[config.mk]
export PLATFORM = sky130hd
export DESIGN_NAME = dial_quad_gen
export DESIGN_NICKNAME = d
export VERILOG_FILES = /design/src/rtl/dial_pkg.sv /design/src/rtl/dial_channel.sv /design/src/rtl/dial_quad_gen.sv
export SDC_FILE = /design/constraint.sdc
export NUM_CORES = 1
export LEC_CHECK = 0
export CAP_MARGIN = 30
export CORE_MARGIN = 8
export CORE_UTILIZATION = 33
export DETAILED_ROUTE_END_ITERATION = 12
export HOLD_SLACK_MARGIN = 0.1
export MAX_ROUTING_LAYER = met4
export PLACE_DENSITY = 0.62
export SYNTH_ARGS = -nofsm -noshare
export SYNTH_HDL_FRONTEND = slang
export SYNTH_HIERARCHICAL = 1
export SYNTH_SLANG_ARGS = --single-unit
[constraint.sdc]
create_clock -name clk_sys -period 2.1 [get_ports clk_sys]
set_input_delay 0.42 -clock clk_sys [delete_from_list [all_inputs] [get_ports clk_sys]]
set_output_delay 0.42 -clock clk_sys [all_outputs]
set_load 0.01 [all_outputs]
[src/rtl/dial_pkg.sv]
`default_nettype none
// ============================================================================
// Module      : dial_pkg
// Description : Shared types and constants for the dial quadrature generator.
// Revision    : 1.0 - initial release
// ============================================================================
package dial_pkg;

    typedef enum logic [1:0] {
        ST_IDLE  = 2'b00,
        ST_PULSE = 2'b01,
        ST_REST  = 2'b10
    } chan_state_t;

    localparam logic [1:0] C_IDLE_CODE = 2'b11;
    localparam logic [1:0] C_PULSE_UP  = 2'b10;
    localparam logic [1:0] C_PULSE_DN  = 2'b01;

    // Indexed by the current phase; up walks 11->10->00->01->11
    localparam logic [1:0] C_QUAD_UP [0:3] = '{2'b01, 2'b11, 2'b00, 2'b10};
    localparam logic [1:0] C_QUAD_DN [0:3] = '{2'b10, 2'b00, 2'b11, 2'b01};

    localparam int C_ACCEL_MID = 8;
    localparam int C_ACCEL_MAX = 16;
    localparam int C_DIV_SLOW  = 4;
    localparam int C_DIV_MID   = 2;
    localparam int C_DIV_FAST  = 1;
    localparam int C_HELD_W    = 5;

    function automatic logic [1:0] quad_next(input logic [1:0] phase, input logic up);
        return up ? C_QUAD_UP[phase] : C_QUAD_DN[phase];
    endfunction

endpackage
`default_nettype wire

[src/rtl/dial_channel.sv]
`default_nettype none
// ============================================================================
// Module      : dial_channel
// Description : One dial channel: pulse/quadrature output FSM and position
//               counter; optional step acceleration under DIAL_ACCEL_EN.
// Revision    : 1.0 - initial release
// ============================================================================
module dial_channel
    import dial_pkg::*;
#(
    parameter int POS_W = 8
) (
    input  logic             clk,
    input  logic             rst_n,
    input  logic             i_tick,
    input  logic             i_mode_change,
    input  logic             i_quad_mode,
    input  logic             i_inc,
    input  logic             i_dec,
    input  logic             i_invert,
    output logic [1:0]       o_dial,
    output logic [POS_W-1:0] o_pos
);

    chan_state_t      r_state;
    chan_state_t      w_state_nxt;
    logic [1:0]       r_dial;
    logic [1:0]       w_dial_nxt;
    logic [POS_W-1:0] r_pos;
    logic [POS_W-1:0] w_pos_nxt;
    logic [POS_W-1:0] w_pos_step;
    logic             w_up;
    logic             w_dn;
    logic             w_req;
    logic             w_allow;

    // Both directions active (after inversion) cancel to no request
    assign w_up       = (i_inc ^ i_invert) & ~(i_dec ^ i_invert);
    assign w_dn       = (i_dec ^ i_invert) & ~(i_inc ^ i_invert);
    assign w_req      = w_up | w_dn;
    assign w_pos_step = w_up ? (r_pos + POS_W'(1)) : (r_pos - POS_W'(1));

`ifdef DIAL_ACCEL_EN
    logic [C_HELD_W-1:0] r_held;
    logic [C_HELD_W-1:0] w_held_base;
    logic [1:0]          r_div;
    logic [1:0]          w_div_base;
    logic [1:0]          w_div_mask;
    logic                r_last_up;
    logic                w_fresh;

    // A reversal restarts the run exactly like a freshly held request
    assign w_fresh     = (r_held == '0) || (r_last_up != w_up);
    assign w_held_base = w_fresh ? '0 : r_held;
    assign w_div_base  = w_fresh ? '0 : r_div;
    assign w_allow     = (w_div_base == 2'b00);

    always_comb begin
        w_div_mask = 2'(C_DIV_SLOW - 1);
        if (w_held_base >= C_HELD_W'(C_ACCEL_MAX)) begin
            w_div_mask = 2'(C_DIV_FAST - 1);
        end else if (w_held_base >= C_HELD_W'(C_ACCEL_MID)) begin
            w_div_mask = 2'(C_DIV_MID - 1);
        end
    end

    always_ff @(posedge clk or negedge rst_n) begin
        if (!rst_n) begin
            r_held    <= '0;
            r_div     <= '0;
            r_last_up <= 1'b0;
        end else if (i_mode_change) begin
            r_held <= '0;
            r_div  <= '0;
        end else if (i_tick) begin
            if (!w_req) begin
                r_held <= '0;
                r_div  <= '0;
            end else begin
                r_held    <= (w_held_base >= C_HELD_W'(C_ACCEL_MAX)) ?
                             w_held_base : (w_held_base + C_HELD_W'(1));
                r_div     <= (w_div_base + 2'b01) & w_div_mask;
                r_last_up <= w_up;
            end
        end
    end
`else
    assign w_allow = 1'b1;
`endif

    always_ff @(posedge clk or negedge rst_n) begin
        if (!rst_n) begin
            r_state <= ST_IDLE;
            r_dial  <= C_IDLE_CODE;
            r_pos   <= '0;
        end else begin
            r_state <= w_state_nxt;
            r_dial  <= w_dial_nxt;
            r_pos   <= w_pos_nxt;
        end
    end

    always_comb begin
        w_state_nxt = r_state;
        w_dial_nxt  = r_dial;
        w_pos_nxt   = r_pos;
        if (i_mode_change) begin
            w_state_nxt = ST_IDLE;
            w_dial_nxt  = C_IDLE_CODE;
        end else if (i_tick) begin
            if (i_quad_mode) begin
                // In quadrature mode the dial register itself holds the phase
                w_state_nxt = ST_IDLE;
                if (w_req && w_allow) begin
                    w_dial_nxt = quad_next(r_dial, w_up);
                    w_pos_nxt  = w_pos_step;
                end
            end else begin
                case (r_state)
                    ST_IDLE: begin
                        if (w_req && w_allow) begin
                            w_state_nxt = ST_PULSE;
                            w_dial_nxt  = w_up ? C_PULSE_UP : C_PULSE_DN;
                            w_pos_nxt   = w_pos_step;
                        end else begin
                            w_dial_nxt = C_IDLE_CODE;
                        end
                    end
                    ST_PULSE: begin
                        w_state_nxt = ST_REST;
                        w_dial_nxt  = C_IDLE_CODE;
                    end
                    default: begin
                        w_state_nxt = ST_IDLE;
                        w_dial_nxt  = C_IDLE_CODE;
                    end
                endcase
            end
        end
    end

    assign o_dial = r_dial;
    assign o_pos  = r_pos;

endmodule
`default_nettype wire

[src/rtl/dial_quad_gen.sv]
`default_nettype none
// ============================================================================
// Module      : dial_quad_gen
// Description : Multi-channel dial pulse/quadrature generator with shared
//               prescaler. Define DIAL_ACCEL_EN to build step acceleration.
// Revision    : 1.0 - initial release
// ============================================================================
module dial_quad_gen
    import dial_pkg::*;
#(
    parameter int CHANNELS = 2,
    parameter int DIV_W    = 5,
    parameter int POS_W    = 8
) (
    input  logic                      clk_sys,
    input  logic                      reset_n,
    input  logic                      ce,
    input  logic                      quad_mode,
    input  logic [CHANNELS-1:0]       inc,
    input  logic [CHANNELS-1:0]       dec,
    input  logic [CHANNELS-1:0]       invert,
    output logic [2*CHANNELS-1:0]     dial,
    output logic [POS_W*CHANNELS-1:0] pos
);

    logic [DIV_W-1:0] r_prescale;
    logic             r_mode_prev;
    logic             r_mode_vld;
    logic             w_tick;
    logic             w_mode_change;

    // r_mode_vld masks the first clock after reset, when r_mode_prev is not yet real
    always_ff @(posedge clk_sys or negedge reset_n) begin
        if (!reset_n) begin
            r_prescale  <= '0;
            r_mode_prev <= 1'b0;
            r_mode_vld  <= 1'b0;
        end else begin
            if (ce) begin
                r_prescale <= r_prescale + DIV_W'(1);
            end
            r_mode_prev <= quad_mode;
            r_mode_vld  <= 1'b1;
        end
    end

    assign w_tick        = ce && (r_prescale == '0);
    assign w_mode_change = r_mode_vld && (quad_mode != r_mode_prev);

    generate
        for (genvar n = 0; n < CHANNELS; n++) begin : g_channel
            dial_channel #(
                .POS_W (POS_W)
            ) u_channel (
                .clk           (clk_sys),
                .rst_n         (reset_n),
                .i_tick        (w_tick),
                .i_mode_change (w_mode_change),
                .i_quad_mode   (quad_mode),
                .i_inc         (inc[n]),
                .i_dec         (dec[n]),
                .i_invert      (invert[n]),
                .o_dial        (dial[2*n+1:2*n]),
                .o_pos         (pos[POS_W*n +: POS_W])
            );
        end
    endgenerate

endmodule
`default_nettype wire

; ---- Word-level counts from Yosys, hierarchy flattened
; Index checks and enable logic that the tools add are counted.
[op_classes]
n_reduce_logical = 14
muxes = 46
add_sub_neg = 5
eq_ne = 7
n_bitwise = 17
magnitude_cmp = 2
[op_table]
columns = operator, count
row1 = two-way mux 2 bit, 32
row2 = two-way mux 8 bit, 8
row3 = "adder 8 x 1 -> 8 bit, second input constant", 2
row4 = binary-select mux 2 bit (select 2 bit), 4
row5 = "subtractor 8 x 1 -> 8 bit, second input constant", 2
row6 = one-hot mux 2 bit (2 select lines), 2
row7 = AND reduction 2 bit, 4
row8 = "greater-or-equal comparator 3 bit, second input constant", 2
row9 = "!= test 3 x 1 -> 1 bit, second input constant", 2
row10 = NOT 2 -> 3 bit, 2
row11 = AND reduction 3 bit, 2
row12 = nonzero test 2 bit, 3
row13 = "adder 5 x 1 -> 5 bit, second input constant", 1
row14 = zero test 5 bit, 1
row15 = NOT 1 bit, 5
row16 = bitwise AND 1 bit, 4
row17 = "== test 2 x 1 -> 1 bit, second input constant", 2
row18 = zero test 2 bit, 2
row19 = "!= test 4 x 2 -> 1 bit, second input constant", 1
row20 = "!= test 4 x 3 -> 1 bit, second input constant", 1
row21 = bitwise XOR 1 bit, 4
row22 = logical AND 1 bit, 2
row23 = OR 1 bit, 2
row24 = != test 1 bit, 1
[word_totals]
wordCells = 100
input_bits = 10
output_inout_bits = 20
regBits = 31

; ---- Longest topological paths before layout
; Gate-level depths: netlist (run 1).
[depth]
word_depth = 9
ltp_mapped = 10
mapped_depth_nobuf = 10

; ---- Hierarchy
; Netlist (run 1), hierarchy kept.
[modules_own_cells]
columns = mod, n_inst, cells_each, area_each_um2, seq_area_each_um2
row1 = dial_channel, 2, 102, 934.6, 302.8
row2 = dial_quad_gen, 1, 25, 301.5, 175.2

; ---- Least setup slack after synthesis (run 1)
; OpenSTA, ideal clock, no wires.
[synth_timing]
path_type = input to register
from = input port invert[0]
to = register g_channel[0].u_channel.r_pos[6]
t_arrival_ns = 2.091
required_ns = 1.974
path_stages = 10
setup_slack_ns = -0.117
setup_ns = 0.126
path_buffers = 1
cell_sequence = xnor2_1 > inv_1 > ha_1 > buf_6 > xnor2_1 > ha_1 > o21bai_1 > a31oi_4 > o2111a_1 > a221o_1
[synth_via]
elab_chain_cells = 7
elab_cells_between_ends = 11
cone_classes = mux: 4 / bitwise: 7
[synth_lines]
columns = item, line
row1 = start: declaration, dial_quad_gen.sv:21  ; input logic [CHANNELS-1:0] invert,
row2 = bitwise XOR 1 bit, "dial_channel.sv:38, dial_channel.sv:39"
row3 = "NOT 1 bit, on equally long branches", "dial_channel.sv:38, dial_channel.sv:39"
row4 = "bitwise AND 1 bit, on equally long branches", "dial_channel.sv:38, dial_channel.sv:39"
row5 = two-way mux 8 bit or OR 1 bit (tied branches), "dial_channel.sv:41, dial_channel.sv:40"
row6 = two-way mux 8 bit (*), "dial_channel.sv:114, dial_channel.sv:121"
row7 = two-way mux 8 bit, dial_channel.sv:119  ; case (r_state)
row8 = two-way mux 8 bit (*), dial_channel.sv:111  ; if (i_quad_mode) begin
row9 = end signal: assignment, dial_channel.sv:99  ; r_pos <= w_pos_nxt;
row10 = end: declaration, dial_channel.sv:29  ; logic [POS_W-1:0] r_pos;
; Mark *: on every way between the ends. The rest lies on a longest branch, timed or not. The select of a mux whose other input is x is not followed.
; A chain may end at the register's enable or synchronous reset.

; ---- Final worst setup path (run 1)
[layout_timing]
from = input port dec[1]
to = register g_channel[1].u_channel.r_pos[6]
[layout_via]
elab_chain_cells = 7
elab_cells_between_ends = 9
cone_classes = mux: 4 / bitwise: 5
[layout_lines]
columns = item, line
row1 = start: declaration, dial_quad_gen.sv:20  ; input logic [CHANNELS-1:0] dec,
row2 = bitwise XOR 1 bit (*), "dial_channel.sv:38, dial_channel.sv:39"
row3 = NOT 1 bit, dial_channel.sv:38  ; assign w_up = (i_inc ^ i_invert) & ~(i_dec ^ i_invert);
row4 = bitwise AND 1 bit, dial_channel.sv:38
row5 = two-way mux 8 bit or OR 1 bit (tied branches), "dial_channel.sv:41, dial_channel.sv:40"
row6 = two-way mux 8 bit (*), "dial_channel.sv:114, dial_channel.sv:121"
row7 = two-way mux 8 bit, dial_channel.sv:119
row8 = two-way mux 8 bit (*), dial_channel.sv:111
row9 = end signal: assignment, dial_channel.sv:99
row10 = end: declaration, dial_channel.sv:29
; Marked as above.

==> results.md, run 1 <==
* Setup Skew at 0.987 ps
* Port Buffers at 29
* I/O pin cnt at 30
* Worst-Margin Slew at 560 ps
* CTS max path bufs at 2
* Mux cell area share after synthesis at 1.38%
* Synthesis-stage register bit count at 31
* Drt first pass iters at 4
* R2R Setup Slk at 200 ps
* Min cycle time layout at 2030 ps
* Top_reg_cell synth: dfrtp_1
* Leakage power at 1.38 nW
* Starting DRT DRC Count at 59
* Critical R2R Launch: r_prescale[0]$_DFFE_PN0P_
* Pins Over Slew Limit at 0
* Sequential area share after synthesis at 36.0%
* Final-report setup violation count at 0
* Initial Utilization at 34.2%
* Hold depth at 1
* Die W at 97.1 microns
* # Max-Cap Violations at 0
* Simple-gate share of the synthesized area at 21.4%
* CP endpoint kind: flop
* WL per Instance at 12.5 microns
* # rows at 29
* RePlAce Congestion at 0.791
* Worst endpoint data arrival time at 2190 ps
* Finished Layout Cells at 388
* Max-slew headroom at 62.5%
* Synth warnings at 6
* Final Hold Fails at 0
* Share of layout cells above drive strength 1 at 33.4%
* Largest net degree at the start of global routing at 32
* Core Area at 6350 sq um
* Global-route wire length before repair at 8260 microns
* Initial antenna violation count at 0
* Overall routing resource usage at 10.5%
* # DRC at 0
* Area of the die at 9430 sq um
* Skew-Pair Late Insertion Delay at 270 ps
* Vias in the first global route at 1818
* Post-Synth Adder-Cell Area at 10.4%
* Hold Path End: r_prescale[4]$_DFFE_PN0P_
* Largest family of logic cells by synthesized area: simple AND/OR/NAND/NOR gates
* Post-synth top area share at 31.1%
* Final WL at 4860 microns
* Mapped Area at 2170 sq um
* H-Tree Depth at 2
* Antenna diodes at 0
* XOR/XNOR Fraction of Synth Area at 10.9%
* Vias at 1895
* PwrDens at 1270 nW/um^2
* Area growth syn-to-layout at 48.9%
* Chip Height at 97.1 microns
* Mapped Cells at 229
* Worst vdd ir at 660 uV
* Final net count at 339
* Cell taking the most area after synthesis: dfrtp_1
* Fmax at 0.492 GHz
* DP HPWL at 3600 microns
* Number of enable flip-flop cells after synthesis at 0
* Worst Hold Class: reg -> reg
* Final worst setup slack at 68.3 ps
* DP Worst Slack at -707 ps
* Num Clock Sinks at 31
* CP peak stage delay at 260 ps
* Crit start category: input pin
* RSZ-0062 raised after global routing: true
* Compound-cell area share of the yosys netlist at 15.4%
* Synth cell types at 37
* Worst Hold Launch: r_prescale[4]$_DFFE_PN0P_
* Cts hold-fix bufs at 0
* Avg Inst Size Synth at 9.48 sq um
* Crit Reg-Reg Endpoint: g_channel[1].u_channel/o_pos[6]$_DFFE_PN0P_
* Critical Path Fanout Max at 4
* Worst-case reg-to-reg path depth at 7
* Root Driver: clkbuf_8
* Slowest cell on crit path: dlygate4sd2_1
* Post-DRT Antenna Nets at 0
* DR vias/cell at 4.88
* Clock transition at path regs at 60 ps
* CP Cell Sequence: dlygate4sd2_1, xor2_2, inv_2, ha_4, xnor2_2, ha_2, o21bai_4, a31oi_4, o2111a_1, a221o_1
* Commonest non-fill, non-tap cells in the layout: 52 x buf_4, 27 x dfrtp_1, 24 x nand2_1, 23 x clkdlybuf4s50_1, 17 x nor2_1
* CTS tree: done
* Area contributors post-synth: dfrtp_1 31%, ha_1 10%, xnor2_1 6.1%
* Critical path required time at 2260 ps
* Placed Cells at 377
* Commonest non-fill, non-tap cell in the layout: buf_4
* Status: completed
* Kind of critical path: in -> reg
* Post-Syn Nets at 257
* GRT Residual Overflow at 0
* FFs w/ async S/R, synth at 100%
* Period utilization at 96.7%
* CTS Buf Count at 5
## synthesized netlist by cell type, types with 6 or more instances
master,instances
nor2_1,17
nand4_1,6
a21oi_1,14
dfrtp_1,27
o21ai_1,6
inv_1,14
o21ai_0,7
xor2_1,12
xnor2_1,15
nor4b_1,8
nand2_1,24
nor2b_1,8
ha_1,18
## per-stage QoR
| step | utilization, % | setup TNS (ps) | hold slack [ps] | cell area [sq um] | power [mW] |
|---|---|---|---|---|---|
| 2_1_floorplan | - | 0 | 124 | 2250 | 2.36 |
| 3_3_place_gp | 46.5 | -9060 | 457 | 2950 | 3.25 |
| 3_5_place_dp | 46.5 | -9560 | 475 | 2950 | 3.29 |
| 4_1_cts | 49.2 | -4.77 | 487 | 3120 | 3.95 |
| 5_1_grt | 50.9 | -28.6 | 521 | 3230 | 4.42 |
| 6_report | 50.9 | 0 | 495 | 3230 | 4.10 |
## cells by family (layout without fill, tap and decap cells)
| group | count (synthesis) | in the layout |
|---|---|---|
| compound gates | 47 | 47 |
| xor+xnor | 27 | 27 |
| fa+ha+maj | 18 | 18 |
| buf+inv | 20 | 102 |
| flops | 31 | 31 |
| mux | 2 | 2 |
| other cells | 1 | 1 |
| simple gates | 83 | 83 |
## flip-flops by register name (all words and copies together) (netlist names)
| register | flops |
|---|---|
| r_mode_prev | 1 |
| g_channel.u_channel/r_state | 4 |
| r_prescale | 5 |
| g_channel.u_channel/o_dial | 4 |
| g_channel.u_channel/o_pos | 16 |
| r_mode_vld | 1 |
## worst max-delay path: cells and delay by family
kind	cells	cell delay, ps
adder cells (fa/ha/maj)	2	390
buffers and inverters	2	330
AO/OA/AOI/OAI	4	730
XOR/XNOR	2	320
## where the power goes
| group | internal [mW] | switching (mW) |
|---|---|---|
| combinational | 1.42 | 0.966 |
| clock | 0.348 | 0.218 |
| sequential | 0.828 | 0.312 |
## cell type report
type                       instances  area, sq um
tap                               77         96.3
clock buffer                       6         72.6
sequential                        31          781
clock inverter                     1         30.0
timing repair buffer              81          671
multi-input combinational        178         1530
fill                             579         3120
inverter                          14         55.1
## worst max path at each step
stage / start / end / slack (ps) / depth (start not counted)
floorplan: invert[0] / g_channel[0].u_channel/o_pos[6]$_DFFE_PN0P_ / 6 / 10
global placement: invert[1] / g_channel[1].u_channel/o_pos[7]$_DFFE_PN0P_ / -680 / 11
detailed placement: invert[1] / g_channel[1].u_channel/o_pos[7]$_DFFE_PN0P_ / -710 / 11
CTS: invert[1] / g_channel[1].u_channel/o_pos[6]$_DFFE_PN0P_ / -5 / 9
global route: dec[1] / g_channel[1].u_channel/o_pos[7]$_DFFE_PN0P_ / -20 / 9
finish: dec[1] / g_channel[1].u_channel/o_pos[6]$_DFFE_PN0P_ / 70 / 10
## per-layer routing
metal | vias up | GRT usage (%) | share of wire (%)
li1 | 976 | - | -
met3 | 5 | 3.13 | 3.5
met4 | 0 | 3.20 | 0.80
met5 | - | - | 0
met1 | 894 | 12.0 | 46
met2 | 20 | 17.4 | 50
## what timing repair did
action,in CTS,in global routing
buffers inserted,1,3
gates resized for setup,23,15
pin swaps,0,9
endpoints found under the setup margin,16,10
Power figures use the tool's default switching activity.
==> run 2, diff against run 1 <==
--- a/config.mk
+++ b/config.mk
@@ -9,7 +9,6 @@
 export CORE_MARGIN = 8
 export CORE_UTILIZATION = 33
 export DETAILED_ROUTE_END_ITERATION = 12
-export HOLD_SLACK_MARGIN = 0.1
 export MAX_ROUTING_LAYER = met4
 export PLACE_DENSITY = 0.62
 export SYNTH_ARGS = -nofsm -noshare
==> results of run 2 <==
Final layout, timing and power as in run 1 (identical DEF).
==> run 3, diff against run 2 <==
--- a/config.mk
+++ b/config.mk
@@ -7,10 +7,10 @@
 export LEC_CHECK = 0
 export CAP_MARGIN = 30
 export CORE_MARGIN = 8
-export CORE_UTILIZATION = 33
+export CORE_UTILIZATION = 30
 export DETAILED_ROUTE_END_ITERATION = 12
 export MAX_ROUTING_LAYER = met4
-export PLACE_DENSITY = 0.62
+export PLACE_DENSITY = 0.58
 export SYNTH_ARGS = -nofsm -noshare
 export SYNTH_HDL_FRONTEND = slang
 export SYNTH_HIERARCHICAL = 1
==> results.md, run 3 (synthesis results as in run 1) <==
* Status: completed
* RSZ-0062 raised after global routing: true
* CP endpoint kind: flop
* # rows at 31 (+6.9%)
* Antenna diodes at 0 (unchanged)
* Share of layout cells above drive strength 1 at 36.0% (+2.5 points)
* GRT Residual Overflow at 0 (unchanged)
* Skew-Pair Late Insertion Delay at 280 ps (about the same)
* CP Cell Sequence: dlygate4sd2_1, xnor2_2, inv_2, ha_4, xnor2_2, ha_2, o21bai_4, a31oi_4, o2111a_1, a221o_1
* Worst endpoint data arrival time at 2200 ps (about the same)
* Final hold slack at 489 ps (-5.79 ps)
* Area of the die at 10200 sq um (+8.3%)
* Largest net degree at the start of global routing at 32 (unchanged)
* Chip Height at 101 microns (+4.1%)
* DP HPWL at 3680 microns (+2.2%)
* Area occupied by multi-input gates at 1560 sq um (+2.0%)
* Critical R2R Launch: r_prescale[0]$_DFFE_PN0P_
* Core Area at 7140 sq um (+12%)
* Final Hold Fails at 0 (unchanged)
* Min cycle time layout at 2040 ps (+4.78 ps)
* I/O pin cnt at 30 (unchanged)
* Leakage power at 1.40 nW (+1.5%)
* CTS Buf Count at 5 (unchanged)
* Vias at 1939 (+2.3%)
* Worst Hold Class: reg -> reg
* Kind of critical path: in -> reg
* Bufs and invs on worst path at 2 (unchanged)
* Crit Reg-Reg Endpoint: g_channel[1].u_channel/o_pos[6]$_DFFE_PN0P_
* Root Driver: clkbuf_8
* Final WL at 4950 microns (+1.7%)
* Slowest cell on crit path: dlygate4sd2_1
* RePlAce Congestion at 0.832 (+5.1%)
* WL per Instance at 11.9 microns (-5.1%)
* Worst vdd ir at 496 uV (-25%)
* Worst setup path end: g_channel[0].u_channel/o_pos[6]$_DFFE_PN0P_
* R2R Setup Slk at 230 ps (+30 ps)
* H-Tree Depth at 2 (unchanged)
* Global-route wire length before repair at 8560 microns (+3.7%)
* Worst-case reg-to-reg path depth at 7 (unchanged)
* Initial Utilization at 30.4% (-3.8 points)
* Critical Path Fanout Max at 4 (unchanged)
* Commonest non-fill, non-tap cells in the layout: 57 x buf_4, 27 x dfrtp_1, 24 x nand2_1, 23 x clkdlybuf4s50_1, 17 x nor2_1
* Die W at 101 microns (+4.1%)
* Port Buffers at 29 (unchanged)
* Crit. path cell count at 10 (unchanged)
* Most used cell, CP: xnor2_2
* Commonest non-fill, non-tap cell in the layout: buf_4
* Max reg flops at 16 (unchanged)
* Final-report setup violation count at 0 (unchanged)
* Clock transition at path regs at 70 ps (about the same)
* Critical path required time at 2270 ps (about the same)
* Max-slew headroom at 63.3% (+0.80 points)
* Starting DRT DRC Count at 43 (-27%)
* Setup Skew at 9.02 ps (+8.04 ps)
* Period utilization at 97.0% (+0.23 points)
* Pins Over Slew Limit at 0 (unchanged)
* Area growth syn-to-layout at 52.5%
* Overall routing resource usage at 10.6% (+0.088 points)
* # DRC at 0 (unchanged)
* PwrDens at 1200 nW/um^2 (-5.4%)
* Initial antenna violation count at 0 (unchanged)
* Design area at 3310 sq um (+2.4%)
* Area occupied by registers at 781 sq um (unchanged)
* Post-DRT Antenna Nets at 0 (unchanged)
* CTS tree: done
* Kind of cell adding the most delay to the critical path: compound AO/OA/AOI/OAI gates
* Worst-Margin Slew at 548 ps (-12.0 ps)
* Drt first pass iters at 4 (unchanged)
* Beginning of the critical path: inc[0]
* Num Clock Sinks at 31 (unchanged)
* CTS max path bufs at 2 (unchanged)
* Area post-placement at 3000 sq um (+1.7%)
* Final net count at 345 (+1.8%)
* DR vias/cell at 4.66 (-4.6%)
* Filler cell count at 704 (+22%)
* # Max-Cap Violations at 0 (unchanged)
* Vias in the first global route at 1932 (+6.3%)
* Fmax at 0.491 GHz (-0.23%)
* Crit start category: input pin
* CP peak stage delay at 250 ps (about the same)
==> run 3: report_power, final <==
group          internal, mW  switching [mW]  leakage (nW)
logic                  1.41           0.981         0.984
registers             0.828           0.305         0.376
clock network         0.228           0.215        0.0383
==> run 3: worst min-delay path by stage <==
| stage | startpoint | cells after the start | to | slack [ps] |
|---|---|---|---|---|
| after floorplan | reset_n | 0 | g_channel[0].u_channel/o_pos[0]$_DFFE_PN0P_ | 120 |
| after global placement | r_prescale[4]$_DFFE_PN0P_ | 1 | r_prescale[4]$_DFFE_PN0P_ | 450 |
| after detailed placement | r_prescale[4]$_DFFE_PN0P_ | 1 | r_prescale[4]$_DFFE_PN0P_ | 480 |
| after CTS | r_prescale[4]$_DFFE_PN0P_ | 1 | r_prescale[4]$_DFFE_PN0P_ | 500 |
| after global routing | r_prescale[4]$_DFFE_PN0P_ | 1 | r_prescale[4]$_DFFE_PN0P_ | 510 |
| final | r_prescale[4]$_DFFE_PN0P_ | 1 | r_prescale[4]$_DFFE_PN0P_ | 490 |
==> run 3: layout make-up <==
type | instances | share of cell area, %
Sequential cell | 31 | 23.6
Timing Repair Buffer | 87 | 21.6
Tap cell | 99 | 3.74
Inverter | 14 | 1.74
Clock buffer | 7 | 2.31
Multi-Input combinational cell | 178 | 47.1
==> run 3: per-stage QoR <==
step	setup TNS, ps	setup WS [ps]	util [%]	instances	total power [mW]
floorplan	0	6.03	-	229	2.36
global placement	-8510	-686	42.1	402	3.30
detailed placement	-9460	-735	42.1	402	3.34
CTS	0	12.8	44.8	411	3.94
global route	-29.2	-28.0	46.4	416	4.32
finish	0	63.5	46.4	416	3.97
==> run 3: worst register-to-register path, cell delays in order (launching register included) <==
cell	delay, ps
dfrtp_1	400
inv_1	60
ha_1	180
and4b_2	280
o211ai_1	280
buf_4	220
nor2_1	40
a221o_1	300
==> run 3: what timing repair did <==
item	CTS	global route
setup buffers	2	5
pin swaps	4	11
hold buffers	0	0
gates resized for setup	29	15
gates cloned	0	0
endpoints found under the setup margin	16	11
==> run 3: metal layers <==
layer	wire, microns	track usage, %
met1	2240	11.9
met4	61	3.09
met2	2440	18.2
met3	201	2.69
met5	0	-
==> patch, RTL diff (flow settings as in run 3) <==
Register the output `dial`; this adds one clock of latency there. The other outputs are not delayed to match.
--- a/src/rtl/dial_quad_gen.sv
+++ b/src/rtl/dial_quad_gen.sv
@@ -24,2 +24,4 @@
 );
+
+    logic [2*CHANNELS-1:0] dial_d;
 
@@ -62,3 +64,3 @@
                 .i_invert      (invert[n]),
-                .o_dial        (dial[2*n+1:2*n]),
+                .o_dial        (dial_d[2*n+1:2*n]),
                 .o_pos         (pos[POS_W*n +: POS_W])
@@ -68,2 +70,6 @@
 
+    always_ff @(posedge clk_sys) begin
+        dial <= dial_d;
+    end
+
 endmodule
Formal check against the unedited RTL: not equivalent (a bounded check fails within 4 cycles, from zero or initial values and one cycle with reset_n low).
==> patch against run 3 <==
Die area increased by 3.1%. Synthesized cell count up 1.7%. Maximum frequency rose by 1.1%. Design area increased by 2.9%. Sequential cell count up 4. Sequential share of layout area rose by 1.7 points. Setup slack improved by 22 ps. Clock power rose by 41%. Routed wire length grew 1.9%. Area after synthesis increased by 3.7%. Register-to-register slack lost 20 ps. Sequential power grew 9.7%. Power is 8.2% higher. Count of clock-buffer cells in the layout shrank 1. Highest routed layer unchanged.
==> patch: results (changes against run 3) <==
metric	value	unit	change
initial antenna violation count	0		unchanged
Worst Hold Endpoint	dial[3]		
sequential fraction of the synthesis area	0.3824		+0.02278
top-area cell type share of the netlist area	0.3002		-0.01107
largest net degree at the start of global routing	32		unchanged
Tot GR Track Use	0.1030		-0.003318
initial DRC count	22		-49%
Worst setup startpoint	invert[1]		
dpl hpwl	3715	µm	+1.0%
share of layout cells above drive strength 1	0.3642		+0.004576
outcome	complete, no violations		
GR Util met2	0.1763		-0.005863
Critical R2R Launch	r_prescale[0]		
Worst EP required	2260	ps	
Hold Path Cell Cnt	0		-1
Leak	1.441	nW	+3.1%
Slowest cell on crit path	ha_4		
slew margin rel.	0.6113		-0.02169
Async SR Flop Fraction	0.8857		-0.1143
gpl congestion	0.8549		+2.8%
Setup Crit Path Kind	input port to flop		
peak supply drop	0.4483	mV	-9.6%
Yosys cell types	38		+2.7%
Clock Tree Buf Depth	2		unchanged
grt met3 use	0.02566		-0.001275
first-pass GRT wire length	8521	µm	-0.48%
critical path peak fanout	6		+2
drt wl/cell	11.92	µm	+0.21%
Syn Nets	261		+1.6%
Skew-Pair Late Insertion Delay	280	ps	about the same
H-tree Lvls	2		unchanged
final net count	351		+1.7%
hold slack	422.1	ps	-66.65 ps
Synthesis Warnings	6		unchanged
via count	1931		-0.41%
Pre-antenna DRT Iters	4		unchanged
met1 GRT Util	0.1182		-0.0006853
Clock Skew	6.378	ps	-2.646 ps
synth top area cells	dfrtp_1 (30%), ha_1 (10%), xnor2_1 (5.8%)		
CTS buffer count	5		unchanged
R2R Setup Slk	210	ps	-20 ps
worst hold start	g_channel[1].u_channel/o_dial[1]		
CP peak stage delay	370	ps	+120 ps
## patch: cell types whose count changed after synthesis
cell     before  now
dfxtp_1       0    4
## patch: kinds of logic after synthesis
family / share of synthesized area
adders and majority gates: 0.1001
and+or+nand+nor: 0.2062
xor gates and xnor gates: 0.1051
buffers and inverters: 0.04225
DFF: 0.3824
AOI/OAI and AO/OA: 0.1490
muxes: 0.01334
other: 0.001666
## patch: final cells by class
| cell class | count | area, µm² |
|---|---|---|
| clock buffer | 6 | 82.58 |
| multi-input combinational | 178 | 1520 |
| sequential | 35 | 860.8 |
| tap | 99 | 123.9 |
| clock inverter | 2 | 35.03 |
| timing repair buffer | 89 | 723.2 |
| fill | 694 | 3847 |
| inverter | 14 | 60.06 |
## patch: per-stage QoR
step             util  cells  setup TNS (ps)  area [µm²]  setup WS [ps]
2_1_floorplan       -    233               0        2328          6.031
3_3_place_gp   0.4250    406           -8625        3083         -691.3
3_5_place_dp   0.4250    406           -9358        3083         -737.5
4_1_cts        0.4632    418               0        3359          4.758
5_1_grt        0.4696    423          -4.470        3406         -4.470
6_report       0.4696    423               0        3406          85.06
## patch: power by group
part / switching, mW / internal (mW) / leakage (nW)
registers: 0.308 / 0.929 / 0.409
clock network: 0.242 / 0.384 / 0.0612
logic: 0.985 / 1.45 / 0.971
## patch: timing repair
action                                  in CTS  in global routing
setup buffers                                4                  5
endpoints found under the setup margin      16                  7
cloned                                       0                  0
pin swaps                                    7                 12
gates resized for setup                     31                 12
## patch: routing by layer
| layer | part of all wire | vias to the layer above |
|---|---|---|
| met4 | 0.0058 | 0 |
| met2 | 0.51 | 18 |
| met5 | 0 | - |
| met1 | 0.45 | 905 |
| li1 | - | 1006 |
| met3 | 0.035 | 2 |
